**src/rtl/tl_buffer_pkg.sv**
```systemverilog
// Shared TileLink field widths and defaults for the A/D channel queue buffer.
package tl_buffer_pkg;

    localparam int OPCODE_W  = 3;
    localparam int A_PARAM_W = 3;
    localparam int D_PARAM_W = 2;

    localparam int DEF_ADDR_W   = 28;
    localparam int DEF_DATA_W   = 32;
    localparam int DEF_SOURCE_W = 5;
    localparam int DEF_SIZE_W   = 4;
    localparam int DEF_DEPTH    = 2;

    // Occupancy counter width: enough to hold DEPTH itself, never narrower than 1 bit.
    function automatic int cnt_width(input int depth);
        return (depth < 1) ? 1 : $clog2(depth + 1);
    endfunction

endpackage

```
**src/rtl/tl_queue.sv**
```systemverilog
// Generic FIFO queue with optional same-cycle bypass (FLOW) and full-but-draining
// acceptance (PIPE); DEPTH of 0 degenerates to a plain wire.
module tl_queue
    import tl_buffer_pkg::*;
#(
    parameter int WIDTH = 8,
    parameter int DEPTH = DEF_DEPTH,
    parameter int FLOW  = 0,
    parameter int PIPE  = 0
) (
    input  logic                        clock,
    input  logic                        reset,
    input  logic                        enq_valid,
    output logic                        enq_ready,
    input  logic [WIDTH-1:0]            enq_bits,
    output logic                        deq_valid,
    input  logic                        deq_ready,
    output logic [WIDTH-1:0]            deq_bits,
    output logic [cnt_width(DEPTH)-1:0] count
);

    localparam int CNT_W = cnt_width(DEPTH);

    generate
        if (DEPTH == 0) begin : g_wire
            logic unused_clk_rst;
            assign unused_clk_rst = clock ^ reset;
            assign enq_ready = deq_ready;
            assign deq_valid = enq_valid;
            assign deq_bits  = enq_bits;
            assign count     = '0;
        end else begin : g_fifo
            localparam int PTR_W = (DEPTH > 1) ? $clog2(DEPTH) : 1;

            logic [WIDTH-1:0] mem [DEPTH];
            logic [PTR_W-1:0] rd_ptr_reg;
            logic [PTR_W-1:0] wr_ptr_reg;
            logic [CNT_W-1:0] count_reg;
            logic             empty;
            logic             full;
            logic             bypass;
            logic             do_enq;
            logic             do_deq;

            assign empty     = (count_reg == '0);
            assign full      = (count_reg == CNT_W'(DEPTH));
            assign enq_ready = !full || ((PIPE != 0) && deq_ready);
            assign deq_valid = !empty || ((FLOW != 0) && enq_valid);
            assign deq_bits  = ((FLOW != 0) && empty) ? enq_bits : mem[rd_ptr_reg];
            assign count     = count_reg;

            // A beat that flows straight through an empty queue never touches storage.
            assign bypass = (FLOW != 0) && empty && deq_ready;
            assign do_enq = enq_valid && enq_ready && !bypass;
            assign do_deq = deq_valid && deq_ready && !empty;

            always_ff @(posedge clock or negedge reset) begin
                if (!reset) begin
                    rd_ptr_reg <= '0;
                    wr_ptr_reg <= '0;
                    count_reg  <= '0;
                end else begin
                    if (do_enq) begin
                        wr_ptr_reg <= (wr_ptr_reg == PTR_W'(DEPTH - 1)) ? '0 : wr_ptr_reg + 1'b1;
                    end
                    if (do_deq) begin
                        rd_ptr_reg <= (rd_ptr_reg == PTR_W'(DEPTH - 1)) ? '0 : rd_ptr_reg + 1'b1;
                    end
                    if (do_enq && !do_deq) begin
                        count_reg <= count_reg + 1'b1;
                    end else if (!do_enq && do_deq) begin
                        count_reg <= count_reg - 1'b1;
                    end
                end
            end

            // Storage is deliberately left out of reset; count/pointers gate its use.
            always_ff @(posedge clock) begin
                if (do_enq) begin
                    mem[wr_ptr_reg] <= enq_bits;
                end
            end
        end
    endgenerate

endmodule

```
**src/rtl/tl_queue_buffer.sv**
```systemverilog
// TileLink buffer: independent A (in->out) and D (out->in) channel queues.
module tl_queue_buffer
    import tl_buffer_pkg::*;
#(
    parameter int ADDR_W   = DEF_ADDR_W,
    parameter int DATA_W   = DEF_DATA_W,
    parameter int SOURCE_W = DEF_SOURCE_W,
    parameter int SIZE_W   = DEF_SIZE_W,
    parameter int A_DEPTH  = DEF_DEPTH,
    parameter int D_DEPTH  = DEF_DEPTH,
    parameter int A_FLOW   = 0,
    parameter int D_FLOW   = 0,
    parameter int A_PIPE   = 0,
    parameter int D_PIPE   = 0
) (
    input  logic                          clock,
    input  logic                          reset,

    input  logic                          auto_in_a_valid,
    output logic                          auto_in_a_ready,
    input  logic [OPCODE_W-1:0]           auto_in_a_bits_opcode,
    input  logic [A_PARAM_W-1:0]          auto_in_a_bits_param,
    input  logic [SIZE_W-1:0]             auto_in_a_bits_size,
    input  logic [SOURCE_W-1:0]           auto_in_a_bits_source,
    input  logic [ADDR_W-1:0]             auto_in_a_bits_address,
    input  logic [DATA_W/8-1:0]           auto_in_a_bits_mask,
    input  logic [DATA_W-1:0]             auto_in_a_bits_data,
    input  logic                          auto_in_a_bits_corrupt,

    output logic                          auto_out_a_valid,
    input  logic                          auto_out_a_ready,
    output logic [OPCODE_W-1:0]           auto_out_a_bits_opcode,
    output logic [A_PARAM_W-1:0]          auto_out_a_bits_param,
    output logic [SIZE_W-1:0]             auto_out_a_bits_size,
    output logic [SOURCE_W-1:0]           auto_out_a_bits_source,
    output logic [ADDR_W-1:0]             auto_out_a_bits_address,
    output logic [DATA_W/8-1:0]           auto_out_a_bits_mask,
    output logic [DATA_W-1:0]             auto_out_a_bits_data,
    output logic                          auto_out_a_bits_corrupt,

    input  logic                          auto_out_d_valid,
    output logic                          auto_out_d_ready,
    input  logic [OPCODE_W-1:0]           auto_out_d_bits_opcode,
    input  logic [D_PARAM_W-1:0]          auto_out_d_bits_param,
    input  logic [SIZE_W-1:0]             auto_out_d_bits_size,
    input  logic [SOURCE_W-1:0]           auto_out_d_bits_source,
    input  logic                          auto_out_d_bits_sink,
    input  logic                          auto_out_d_bits_denied,
    input  logic [DATA_W-1:0]             auto_out_d_bits_data,
    input  logic                          auto_out_d_bits_corrupt,

    output logic                          auto_in_d_valid,
    input  logic                          auto_in_d_ready,
    output logic [OPCODE_W-1:0]           auto_in_d_bits_opcode,
    output logic [D_PARAM_W-1:0]          auto_in_d_bits_param,
    output logic [SIZE_W-1:0]             auto_in_d_bits_size,
    output logic [SOURCE_W-1:0]           auto_in_d_bits_source,
    output logic                          auto_in_d_bits_sink,
    output logic                          auto_in_d_bits_denied,
    output logic [DATA_W-1:0]             auto_in_d_bits_data,
    output logic                          auto_in_d_bits_corrupt,

    output logic [cnt_width(A_DEPTH)-1:0] a_count,
    output logic [cnt_width(D_DEPTH)-1:0] d_count
);

    localparam int MASK_W = DATA_W / 8;
    localparam int A_W = OPCODE_W + A_PARAM_W + SIZE_W + SOURCE_W + ADDR_W + MASK_W + DATA_W + 1;
    localparam int D_W = OPCODE_W + D_PARAM_W + SIZE_W + SOURCE_W + 1 + 1 + DATA_W + 1;

    logic [A_W-1:0] a_enq_bits;
    logic [A_W-1:0] a_deq_bits;
    logic [D_W-1:0] d_enq_bits;
    logic [D_W-1:0] d_deq_bits;

    // Field order is shared by pack and unpack, so the queue sees one opaque vector.
    assign a_enq_bits = {auto_in_a_bits_opcode, auto_in_a_bits_param, auto_in_a_bits_size,
                         auto_in_a_bits_source, auto_in_a_bits_address, auto_in_a_bits_mask,
                         auto_in_a_bits_data, auto_in_a_bits_corrupt};
    assign {auto_out_a_bits_opcode, auto_out_a_bits_param, auto_out_a_bits_size,
            auto_out_a_bits_source, auto_out_a_bits_address, auto_out_a_bits_mask,
            auto_out_a_bits_data, auto_out_a_bits_corrupt} = a_deq_bits;

    assign d_enq_bits = {auto_out_d_bits_opcode, auto_out_d_bits_param, auto_out_d_bits_size,
                         auto_out_d_bits_source, auto_out_d_bits_sink, auto_out_d_bits_denied,
                         auto_out_d_bits_data, auto_out_d_bits_corrupt};
    assign {auto_in_d_bits_opcode, auto_in_d_bits_param, auto_in_d_bits_size,
            auto_in_d_bits_source, auto_in_d_bits_sink, auto_in_d_bits_denied,
            auto_in_d_bits_data, auto_in_d_bits_corrupt} = d_deq_bits;

    tl_queue #(
        .WIDTH (A_W),
        .DEPTH (A_DEPTH),
        .FLOW  (A_FLOW),
        .PIPE  (A_PIPE)
    ) u_a_queue (
        .clock     (clock),
        .reset     (reset),
        .enq_valid (auto_in_a_valid),
        .enq_ready (auto_in_a_ready),
        .enq_bits  (a_enq_bits),
        .deq_valid (auto_out_a_valid),
        .deq_ready (auto_out_a_ready),
        .deq_bits  (a_deq_bits),
        .count     (a_count)
    );

    tl_queue #(
        .WIDTH (D_W),
        .DEPTH (D_DEPTH),
        .FLOW  (D_FLOW),
        .PIPE  (D_PIPE)
    ) u_d_queue (
        .clock     (clock),
        .reset     (reset),
        .enq_valid (auto_out_d_valid),
        .enq_ready (auto_out_d_ready),
        .enq_bits  (d_enq_bits),
        .deq_valid (auto_in_d_valid),
        .deq_ready (auto_in_d_ready),
        .deq_bits  (d_deq_bits),
        .count     (d_count)
    );

endmodule

```
**config.mk**
```make
export PLATFORM = sky130hd
export DESIGN_NAME = tl_queue_buffer
export DESIGN_NICKNAME = d
export VERILOG_FILES = /design/src/rtl/tl_buffer_pkg.sv /design/src/rtl/tl_queue.sv /design/src/rtl/tl_queue_buffer.sv
export SDC_FILE = /design/constraint.sdc
export NUM_CORES = 1
export LEC_CHECK = 0
export ABC_CLOCK_PERIOD_IN_PS = 5030
export BUFFER_PORTS_ARGS = -buffer_cell sky130_fd_sc_hd__clkbuf_2
export CORE_MARGIN = 2
export CORE_UTILIZATION = 54
export CTS_BUF_LIST = sky130_fd_sc_hd__clkbuf_4
export CTS_CLUSTER_SIZE = 25
export DETAILED_ROUTE_END_ITERATION = 10
export PLACE_DENSITY = 0.87
export SYNTH_ARGS = -nofsm -noshare
export SYNTH_HDL_FRONTEND = slang
export SYNTH_SLANG_ARGS = --single-unit
```
**constraint.sdc**
```tcl
create_clock -name clock -period 5.03 [get_ports clock]
set_input_delay 1.006 -clock clock [delete_from_list [all_inputs] [get_ports clock]]
set_output_delay 1.006 -clock clock [all_outputs]
set_load 0.03 [all_outputs]
```
# After elaboration in Yosys (flattened, before gate mapping)
# Memories as Yosys holds them, arrays and structs flattened.
# Index checks and enable logic that the tools add are counted.
# W data, S select, Z words.
# classes
n_reduce_logical	22
add_sub_neg	8
muxes	12
n_eq_ne	2
# op_table
op	count
$logic_and A1 B1 Y1	10
$logic_not A1 Y1	8
$mux W1	8
$mux W2	4
$add A1 B1 Y1 const B	4
$add A2 B1 Y2 const B	2
$eq A2 B2 Y1 const B	2
$logic_not A2 Y1	2
$reduce_bool A2 Y1	2
$sub A2 B1 Y2 const B	2
# word_totals
reg_bits	8
n_memories	2
output_inout_bits	137
word_cells	52
in_bits	135
mem_bits_rw	258
# memory_table
memory	words	width	read_ports	rd_clocked_by_memory_dff	write_ports	line	source
u_a_queue.g_fifo.mem	2	80	1	0	1	tl_queue.sv:35	logic [WIDTH-1:0] mem [DEPTH];
u_d_queue.g_fifo.mem	2	49	1	0	1	tl_queue.sv:35	

# Depth between registers and ports, before layout
# Gate-level depths: netlist of the first run.
# logic_depth
depth_word	7
depth_mapped	7
mapped_depth_nobuf	7

# Modules after synthesis
# From an unflattened synthesis of the first run, not the netlist that was laid out.
# unflattened
cells_unflattened	438
area_unflattened_um2	10351.2
# by_module_without_submodules
mod	seq_area_each_um2	area_per_inst_um2	cells_each	n_inst
tl_queue at u_a_queue	4904.7	6367.4	267	1
tl_queue at u_d_queue	3042.9	3983.8	171	1

# Worst setup path before layout of the first run
# Ideal clock, no wire load.
# synth_path
path_kind	reg2reg
start	register u_a_queue.g_fifo.count_reg[0] (netlist: u_a_queue.count[0])
end	memory u_a_queue.g_fifo.mem[0][0] in the netlist's numbering (enable)
setup_time_ns	0.519
n_path_buf	0
stages_incl_launch_ff	4
slack_ns	0.065
t_arrival_ns	4.446
required_ns	4.511
cell_sequence	dfrtp_1 nand2b_1 nand2_1 nor2_1
# synth_via
elab_chain_cells	5
# synth_lines
element	line	source
start, declared	tl_queue.sv:38	logic [CNT_W-1:0] count_reg;
start signal, assigned	tl_queue.sv:70	count_reg <= count_reg + 1'b1;
start signal, assigned	tl_queue.sv:72	count_reg <= count_reg - 1'b1;
$eq A2 B2 Y1	tl_queue.sv:46	assign full = (count_reg == CNT_W'(DEPTH));
$logic_not A1 Y1	tl_queue.sv:47	assign enq_ready = !full || ((PIPE != 0) && deq_ready);
via auto_in_a_ready	tl_queue_buffer.sv:20	output logic auto_in_a_ready,
$logic_and A1 B1 Y1	tl_queue.sv:54	assign do_enq = enq_valid && enq_ready && !bypass;
$mux W1	tl_queue.sv:79	if (do_enq) begin
$mux W1 (not written as such)	tl_queue.sv:80	mem[wr_ptr_reg] <= enq_bits;
end, declared	tl_queue.sv:35	
# The timed path passes the listed nets, and every way through them passes these cells.

# Worst setup path after layout of the first run
# layout_path
start	register u_a_queue.g_fifo.rd_ptr_reg
end	output port auto_out_a_bits_address[8]
# layout_via
elab_chain_cells	1
# layout_lines
element	line	source
start, declared	tl_queue.sv:36	logic [PTR_W-1:0] rd_ptr_reg;
start signal, assigned	tl_queue.sv:67	rd_ptr_reg <= (rd_ptr_reg == PTR_W'(DEPTH - 1)) ? '0 : rd_ptr_reg + 1'b1;
$mem_v2 Z2 W80	--	
end, declared	tl_queue_buffer.sv:36	output logic [ADDR_W-1:0] auto_out_a_bits_address,
# No other way between the ends.

==> metrics.cfg, run 1 <==
[job]
max_cap_violations=0

[setup_path]
slowest_stage=dfrtp_4
cp.arrival_ns=2.72
cp-start-kind=flop
path_buf_inv=2
end_kind=output pin
r2r_slack_ns=2.68
path_max_fanout=54
crit-reg2reg-launch=u_a_queue.count[0]
crit_type=flop to output pin
cp_data_required_time_ns=4.02
critical-path-max-stage-delay_ns=1.07
crit_chain=buf_4 -> mux2_4 -> clkbuf_2
worstRegToRegCells=4
crit_family=flip-flops
r2r-end=u_a_queue.g_fifo.mem[0][62]

[synth]
synthFlopType=edfxtp_1
syn_avg_cell_area_sq_um=23.15
synthTopCellsByCount=edfxtp_1 (258), mux2_4 (83), mux2_2 (46)
syn_inst=438
synth.net_count=575
synth_most_common_cell=edfxtp_1
yosysWarnings=0
async_reset_ff_share_pct=3.008
netlist.area_leader.share_pct=76.42
yosys-top-cells-area=edfxtp_1 (76%), mux2_4 (12%), mux2_2 (5.1%)
ys_types=15
synth_edf_count=258
synth-seq-area-share_pct=78.39
synth-seq-cells=266
synth.largest_area_cell=edfxtp_1
syn-cell-area_sq_mm=0.01014

[clocking]
numCtsBuffers=67
clockBufferDepth=3
post-cts-setup-buffers=0
clock_latency_ns=0.62
htree_levels=3
root_buffer=clkbuf_4
cts_tree=done
holdBufCountCts=0
cts.clk_slew.worst_paths_ns=0.06
cts_resized=0
cts_sinks=266

[global_route]
antenna_found_initial=1
grtUsageMet1_pct=21.25
grt_max_degree=81
grt_usage_pct=18.60
grt_first_pass_wirelength_microns=28330
use_met2_pct=30.76
grt.busiest_layer=met2
grt_pass1_vias=5588
grt-ovfl-total=0
grt_use_met3_pct=8.220

[layout]
final_util_pct=67.01
layout.cells.non_filler=1042
syn2layout_area_growth_pct=22.81
fin_nets=904
top_register=u_a_queue.g_fifo.mem
drive_gt1_share_pct=62.83
reg_top3=u_a_queue.g_fifo.mem x160, u_d_queue.g_fifo.mem x98
n_fill_cell=1160
largest_reg_flops=160

[place]
hpwl_microns=12880
place_congestion=0.7950
port_buffers=271
placedCellCount=932

[route]
finalWirelength_microns=18920
drt_iter0_markers=238
drc=0
num_vias=5277
wl_per_cell_microns=18.15
detail_route.vias_per_cell=5.064
ant_nets=0
drtPass1Iterations=4

[timing]
clock_skew_ns=0.04061
finalCriticalPeriod_ns=3.722
finalSetupTns_ns=0
slew_violations=0
tightest_slew_ns=1.147
rsz0062_at_grt=false
fmax_mhz=268.7
slew_headroom_pct=23.50
hold_violations=0
setup_viol=0
timing.final.crit_share_pct=74.00

[power]
vdd_drop_max_mv=0.4439
powerDensity_mw_per_mm2=649.8
p_leak_nw=5.090

[floorplanning]
dieWidth_microns=141.0
rows=50
initial_utilization_pct=54.57
core_sq_mm=0.01858
dieArea_sq_mm=0.01989
die_h_microns=141.0
io_pins=272

[worst_hold_path]
min_path_type=input pin to async pin

[status]
outcome=completed

[metrics by stage]
stage	hold slack, ns	cell area [sq um]	power (mW)	setup slack, ns
3_3_place_gp	0.4926	11620	6.284	1.998
5_1_grt	0.1771	12450	8.449	1.161
6_report	0.2357	12450	8.091	1.308
4_1_cts	0.1513	12450	8.187	1.213
3_5_place_dp	0.5389	11620	6.391	1.928
2_1_floorplan	0.4608	10140	5.749	0.06466
[metal layers]
layer,routed length [microns],up-vias
li1,-,2431
met1,7311,2523
met2,9266,292
met3,2014,31
met4,322,0
met5,0,-
[area by class of cell]
class / count / area [sq um] / area share (%)
sequential: 266 / 7953 / 63.87
multi-input combinational: 155 / 1966 / 15.79
timing repair buffer: 275 / 1399 / 11.24
clock buffer: 91 / 683.2 / 5.487
tap: 234 / 292.8 / 2.352
clock inverter: 18 / 147.6 / 1.186
inverter: 2 / 7.507 / 0.06030
antenna: 1 / 2.502 / 0.02010
[kinds of logic (layout without fill, tap and decap cells)]
| kind of cell | Yosys count | in the layout | synth area share, % |
|---|---|---|---|
| other | 0 | 1 | 0 |
| and+or+nand+nor | 14 | 14 | 0.6663 |
| xor gates and xnor gates | 10 | 10 | 0.8638 |
| buffers and inverters | 17 | 386 | 2.431 |
| adders and majority gates | 2 | 2 | 0.2468 |
| muxes | 129 | 129 | 17.40 |
| DFF | 266 | 266 | 78.39 |
[power by group]
part	total, mW	internal [mW]	switching, mW
logic	2.93	1.13	1.80
registers	3.39	3.04	0.345
clock network	1.78	0.987	0.790
total	8.09	5.16	2.93
[how the worst max path moves through the flow]
stage | start | endpoint | slack (ns) | cells past startpoint
after global placement | u_a_queue.g_fifo.rd_ptr_reg | auto_out_a_bits_data[6] | 2.00 | 3
after CTS | u_a_queue.g_fifo.rd_ptr_reg | auto_out_a_bits_address[22] | 1.21 | 3
final | u_a_queue.g_fifo.rd_ptr_reg | auto_out_a_bits_address[8] | 1.31 | 3
after global routing | u_a_queue.g_fifo.rd_ptr_reg | auto_out_a_bits_address[22] | 1.16 | 3
after detailed placement | u_a_queue.g_fifo.rd_ptr_reg | auto_out_a_bits_address[22] | 1.93 | 3
after floorplan | u_a_queue.count[0] | u_a_queue.g_fifo.mem[0][0] | 0.06 | 3
[layout by cell type (no fill, tap or decap)]
master	Yosys	layout
clkbuf_4	0	91
nand2_1	4	4
dfrtp_1	8	6
clkbuf_2	0	271
and3_2	0	1
mux2_4	83	83
ha_1	2	2
diode_2	0	1
xnor2_1	6	6
nor2_4	0	2
bufinv_16	0	3
nor2_1	4	2
nand2b_1	2	2
buf_4	0	3
inv_1	2	2
inv_2	0	2
clkinv_1	0	12
xor2_1	4	4
clkinv_2	0	1
dfrtp_2	0	1
and3_4	0	1
edfxtp_1	258	258
buf_12	8	1
mux2_2	46	46
dfrtp_4	0	1
or2_1	2	2
No activity file was read; power rests on OpenSTA's default activity.
==> run 2: changes to the inputs <==
--- a/config.mk
+++ b/config.mk
@@ -5,14 +5,15 @@
 export SDC_FILE = /design/constraint.sdc
 export NUM_CORES = 1
 export LEC_CHECK = 0
-export ABC_CLOCK_PERIOD_IN_PS = 5030
+export ABC_AREA = 1
+export ABC_CLOCK_PERIOD_IN_PS = 3100
 export BUFFER_PORTS_ARGS = -buffer_cell sky130_fd_sc_hd__clkbuf_2
 export CORE_MARGIN = 2
-export CORE_UTILIZATION = 54
+export CORE_UTILIZATION = 49
 export CTS_BUF_LIST = sky130_fd_sc_hd__clkbuf_4
 export CTS_CLUSTER_SIZE = 25
 export DETAILED_ROUTE_END_ITERATION = 10
-export PLACE_DENSITY = 0.87
+export PLACE_DENSITY = 0.83
 export SYNTH_ARGS = -nofsm -noshare
 export SYNTH_HDL_FRONTEND = slang
 export SYNTH_SLANG_ARGS = --single-unit
==> constraint.sdc (replaced) <==
create_clock -name clock -period 3.1 [get_ports clock]
set_input_delay 0.62 -clock clock [delete_from_list [all_inputs] [get_ports clock]]
set_output_delay 0.62 -clock clock [all_outputs]
set_load 0.03 [all_outputs]
==> run 2 against run 1 <==
Critical path depth grew 2. Routed wire length up 12%. Cell area is 0.42% lower. Via count rose by 24%. First-iteration DRC count rose by 45%. Synthesized area shrank 2.8%.
==> metrics.cfg, run 2 <==
[status]
outcome=completed

[place]
place_ws_ns=1.001
place_congestion=0.8298
place_area_sq_mm=0.01149
port_buffers=271
placedCellCount=1251
hpwl_microns=13740

[global_route]
grt_first_pass_wirelength_microns=33070
grt_max_degree=82
grt-ovfl-total=0
grt_usage_pct=19.86
antenna_found_initial=2
grt_pass1_vias=6834

[setup_path]
path_max_fanout=34
end_kind=output pin
crit_type=flop to output pin
cp.arrival_ns=2.10
cp_data_required_time_ns=2.48
cp-start-kind=flop

[synth]
synthTopCellsByCount=nand2_1 (407), edfxtp_1 (258), buf_2 (14)
netlist.area_leader.share_pct=78.63
synthFlopType=edfxtp_1
ys_types=15
synth_most_common_cell=nand2_1
synth-seq-cells=266
synth.largest_area_cell=edfxtp_1
yosys-top-cells-area=edfxtp_1 (79%), nand2_1 (16%), dfrtp_1 (2.0%)
syn-cell-area_sq_mm=0.009853
synth_edf_count=258
syn_avg_cell_area_sq_um=13.48
yosysWarnings=0
synth-seq-area-share_pct=80.66
synth.net_count=868
async_reset_ff_share_pct=3.008
syn_inst=731

[floorplanning]
rows=51
io_pins=272
die_h_microns=145.8
dieWidth_microns=145.8
dieArea_sq_mm=0.02126
core_sq_mm=0.01959
initial_utilization_pct=50.30

[layout]
largest_reg_flops=160
multi_input_area_sq_mm=0.001665
n_fill_cell=1472
drive_gt1_share_pct=35.69
mostFrequentLayoutCells=nand2_1 (407), clkbuf_2 (271), edfxtp_1 (258)
fin_nets=1194
layout.cells.non_filler=1368
syn2layout_area_growth_pct=25.83
reg_top3=u_a_queue.g_fifo.mem x160, u_d_queue.g_fifo.mem x98
seq_area_sq_mm=0.007949
mostFrequentLayoutCell=nand2_1
top_register=u_a_queue.g_fifo.mem
fin_area_sq_mm=0.01240

[clocking]
htree_levels=3
clock_latency_ns=0.65
cts_resized=0
cts_tree=done
cts_sinks=266
numCtsBuffers=68
cts.clk_slew.worst_paths_ns=0.07
clockBufferDepth=3
root_buffer=clkbuf_4
post-cts-setup-buffers=0

[route]
drc=0
ant_nets=0
finalWirelength_microns=21100
drtPass1Iterations=4
wl_per_cell_microns=15.42
num_vias=6568
detail_route.vias_per_cell=4.801
drt_iter0_markers=346

[timing]
finalCriticalPeriod_ns=2.722
tightest_slew_ns=0.5995
setup_ws_ns=0.3776
clock_skew_ns=0.04454
rsz0062_at_grt=false
fmax_mhz=367.3
fin_hold_ws_ns=0.1573
hold_violations=0
timing.final.crit_share_pct=87.82
slew_headroom_pct=59.98
slew_violations=0
setup_viol=0

[power]
powerDensity_mw_per_mm2=1088
intPower_mw=7.916
pwr-share-clk_pct=22.6
p_sw_share_pct=41.32
combPwrFrac_pct=39.3
p_leak_nw=5.538
fin_total_pwr_mw=13.49
vdd_drop_max_mv=0.7109
p_seq_share_pct=38.1
p_sw_mw=5.574

[worst_hold_path]
min_path_type=input pin to flop

[job]
max_cap_violations=0

-- run 2: changes by cell type after synthesis, moves of 3 or more --
| cell | before | now |
|---|---|---|
| inv_1 | 2 | 12 |
| buf_2 | 0 | 14 |
| buf_4 | 0 | 4 |
| mux2_2 | 46 | 0 |
| nand2_1 | 4 | 407 |
| buf_12 | 8 | 0 |
| mux2_4 | 83 | 0 |
| nand3_1 | 0 | 4 |
| xnor2_1 | 6 | 2 |
| buf_6 | 7 | 10 |
-- run 2: logic make-up (layout without fill, tap and decap cells) --
kind of cell	after synthesis	in the layout	synth area share [%]
XOR/XNOR	4	4	0.3556
AND/OR/NAND/NOR	417	417	15.99
adder cells (fa/ha/maj)	2	2	0.2539
flip-flops	266	266	80.66
other	0	2	0
buffers and inverters	42	412	2.743
-- run 2: power groups by stage --
stage,combinational [mW],sequential (mW),clock [mW]
6_report,5.30,5.14,3.05
5_1_grt,5.71,5.20,3.34
4_1_cts,5.39,5.14,3.13
3_5_place_dp,5.36,5.21,0
3_3_place_gp,5.27,5.18,0
2_1_floorplan,3.74,5.24,0
-- run 2: path summary, 6_finish.rpt --
| path | start | endpoint | slack, ns | cells after the start |
|---|---|---|---|---|
| worst max register to register | u_a_queue.count[0] | u_a_queue.g_fifo.mem[1][61] | 1.40 | 5 |
| min in group asynchronous | reset | u_a_queue.count[0] | 0.38 | 2 |
| worst min-delay path | auto_in_a_bits_address[7] | u_a_queue.g_fifo.mem[0][44] | 0.16 | 1 |
| max in group asynchronous | reset | u_a_queue.g_fifo.rd_ptr_reg | 2.47 | 2 |
| worst min register to register | u_d_queue.count[0] | u_d_queue.count[0] | 0.53 | 1 |
| worst max-delay path | u_d_queue.g_fifo.rd_ptr_reg | auto_in_d_bits_data[30] | 0.38 | 5 |
-- run 2: worst max-delay path, stage by stage (launching register included) --
cell and delay (ns):
dfrtp_1 0.38, inv_2 0.45, buf_4 0.28, nand2_1 0.07
nand2_1 0.08, clkbuf_2 0.22
-- run 2: final cells by class --
type	count	share of cell area, %
multi-input cells	423	13.43
flip-flops and latches	266	64.11
inverters	14	0.4642
diodes	2	0.04037
clock buffers	96	5.813
repair buffers	284	12.05
clock inverters	18	1.413
well taps	265	2.674
-- run 2: routing by layer --
metal	global-route usage [%]	up-vias	part of all wire [%]
li1	-	3153	-
met1	21.74	3083	36
met2	34.46	264	53
met3	5.831	68	6.9
met4	11.47	0	4.5
met5	0	-	0
-- run 2: what timing repair did --
| item | in CTS | in global routing |
|---|---|---|
| hold endpoints to repair | 8 | 0 |
| hold buffers | 1 | 0 |
| endpoints found under the setup margin | 0 | 0 |
-- run 2: through the flow --
step / util, % / setup TNS, ns
5_1_grt: 63.29 / 0
3_3_place_gp: 58.64 / 0
2_1_floorplan: - / -84.93
3_5_place_dp: 58.64 / 0
6_report: 63.29 / 0
4_1_cts: 63.26 / 0
==> run 3: changes to the inputs <==
--- a/config.mk
+++ b/config.mk
@@ -9,11 +9,12 @@
 export ABC_CLOCK_PERIOD_IN_PS = 3100
 export BUFFER_PORTS_ARGS = -buffer_cell sky130_fd_sc_hd__clkbuf_2
 export CORE_MARGIN = 2
-export CORE_UTILIZATION = 49
+export CORE_UTILIZATION = 45
 export CTS_BUF_LIST = sky130_fd_sc_hd__clkbuf_4
 export CTS_CLUSTER_SIZE = 25
 export DETAILED_ROUTE_END_ITERATION = 10
-export PLACE_DENSITY = 0.83
+export GPL_TIMING_DRIVEN = 0
+export PLACE_DENSITY = 0.78
 export SYNTH_ARGS = -nofsm -noshare
 export SYNTH_HDL_FRONTEND = slang
 export SYNTH_SLANG_ARGS = --single-unit
==> run 3 against run 2 <==
Core utilization shrank 5.2 points. Clock power shrank 4%. Final cell count grew 2.9%. Clock-buffer cell count shrank 8. Total power grew 1.3%. Clock skew is essentially flat. Global-route usage shrank 1.3 points. Routed wire length grew 2.6%. Fmax grew 12%. Via count grew 0.29%. Setup slack gained 0.30 ns. Critical endpoint is now auto_out_a_bits_size[0].
==> metrics.cfg, run 3 (synthesized netlist as in run 2, its figures left out) <==
[status]
outcome=completed

[setup_path]
path_max_fanout=10
cp-start-kind=flop
crit_type=flop to output pin
worstRegToRegCells=6
end_kind=output pin
cp_data_required_time_ns=2.48
cp.arrival_ns=1.81

[power]
p_sw_share_pct=41.83
p_sw_mw=5.714
powerDensity_mw_per_mm2=1085
vdd_drop_max_mv=0.5953
p_leak_nw=5.629
p_seq_share_pct=37.5
pwr-share-clk_pct=21.5
combPwrFrac_pct=41.0
intPower_mw=7.948

[worst_hold_path]
hold_depth=1
min_path_type=input pin to flop

[place]
port_buffers=271
place_congestion=0.7979
place_area_sq_mm=0.01171
placedCellCount=1288
place_ws_ns=0.7191
hpwl_microns=15130

[route]
detail_route.vias_per_cell=4.682
drtPass1Iterations=6
drc=0
finalWirelength_microns=21660
route.met2.wl_microns=11130
num_vias=6587
dr_wl_met3_microns=1263
drt_iter0_markers=435
ant_nets=0
wl_per_cell_microns=15.39
wl_met1_microns=8315
maxUsedRoutingLayer=met4

[global_route]
antenna_found_initial=1
grt_max_degree=33
grt_pass1_vias=6712
grt_usage_pct=18.58
grt_first_pass_wirelength_microns=33580
grt-ovfl-total=0

[timing]
setup_ws_ns=0.6727
finalSetupTns_ns=0
fmax_mhz=412.0
timing.final.crit_share_pct=78.30
setup_viol=0
tightest_slew_ns=0.7435
slew_headroom_pct=50.31
rsz0062_at_grt=false
slew_violations=0
clock_skew_ns=0.04427
hold_violations=0
finalCriticalPeriod_ns=2.427

[clocking]
htree_levels=3
cts_resized=0
cts.clk_slew.worst_paths_ns=0.07
cts_tree=done
root_buffer=clkbuf_4
cts_sinks=266
clock_latency_ns=0.66
numCtsBuffers=67
clockBufferDepth=3

[floorplanning]
rows=54
core_sq_mm=0.02169
dieWidth_microns=152.0
initial_utilization_pct=45.43
dieArea_sq_mm=0.02309
die_h_microns=152.0
io_pins=272

[layout]
fin_area_sq_mm=0.01259
fin_nets=1215
drive_gt1_share_pct=36.41
final_util_pct=58.04
syn2layout_area_growth_pct=27.76
layout.cells.non_filler=1407
mostFrequentLayoutCell=nand2_1
largest_reg_flops=160
mostFrequentLayoutCells=nand2_1 (407), clkbuf_2 (271), edfxtp_1 (258)
top_register=u_a_queue.g_fifo.mem
n_fill_cell=1712
reg_top3=u_a_queue.g_fifo.mem x160, u_d_queue.g_fifo.mem x98

[job]
max_cap_violations=0

run 3: cell types whose count changed in the layout (fill, tap and decap cells not counted), sizes merged:
cell      previous run  this run
buf                 12        34
clkinv              13        23
clkbuf             367       359
clkinvlp             0         2
bufinv               4         3
diode                2         1
run 3: what timing repair did:
| action | CTS | global route |
|---|---|---|
| hold buffers | 1 | 0 |
| endpoints found under the setup margin | 0 | 0 |
| endpoints found under the hold margin | 8 | 0 |
| buffers inserted | 0 | 0 |
run 3: worst paths after layout:
kind                                              from                     endpoint  slack (ns)
max reg2reg                         u_a_queue.count[0]  u_a_queue.g_fifo.mem[1][71]        0.80
min reg2reg                         u_d_queue.count[0]           u_d_queue.count[0]        0.54
min in group asynchronous                        reset           u_a_queue.count[1]        0.42
max in group asynchronous                        reset  u_d_queue.g_fifo.wr_ptr_reg        2.47
max                        u_a_queue.g_fifo.rd_ptr_reg      auto_out_a_bits_size[0]        0.67
min                            auto_in_a_bits_data[19]  u_a_queue.g_fifo.mem[0][20]        0.15
run 3: layer usage:
layer | vias to the layer above | GRT usage (%)
li1 | 3205 | -
met2 | 250 | 31.72
met5 | - | 0
met3 | 61 | 5.277
met4 | 0 | 10.81
met1 | 3071 | 20.90
run 3: layout make-up:
type | count | area (sq um) | share of cell area [%]
inverters | 14 | 57.56 | 0.4572
clock buffers | 88 | 660.6 | 5.248
flip-flops and latches | 266 | 7948 | 63.13
well taps | 280 | 350.3 | 2.783
plain buffers | 28 | 212.7 | 1.690
repair buffers | 278 | 1486 | 11.81
clock inverters | 29 | 205.2 | 1.630
diodes | 1 | 2.502 | 0.01988
multi-input cells | 423 | 1665 | 13.23
run 3: worst max-delay path, cell delays in order (launching register included):
cell      delay (ns)
dfrtp_1         0.37
buf_6           0.15
inv_6           0.13
buf_6           0.17
nand2_1         0.06
nand2_1         0.06
clkbuf_2        0.23
run 3: power groups by stage:
stage / sequential, mW / clock (mW) / combinational [mW]
2_1_floorplan: 5.24 / 0 / 3.74
3_3_place_gp: 5.24 / 0 / 5.44
3_5_place_dp: 5.20 / 0 / 5.64
4_1_cts: 5.13 / 3.02 / 5.65
5_1_grt: 5.19 / 3.20 / 6.03
6_report: 5.13 / 2.94 / 5.60
run 3: metrics by stage:
step / hold slack (ns) / total power, mW
3_3_place_gp: 0.4983 / 10.68
3_5_place_dp: 0.4967 / 10.84
6_report: 0.1529 / 13.66
2_1_floorplan: 0.3244 / 8.983
5_1_grt: 0.08690 / 14.42
4_1_cts: 0.08190 / 13.80
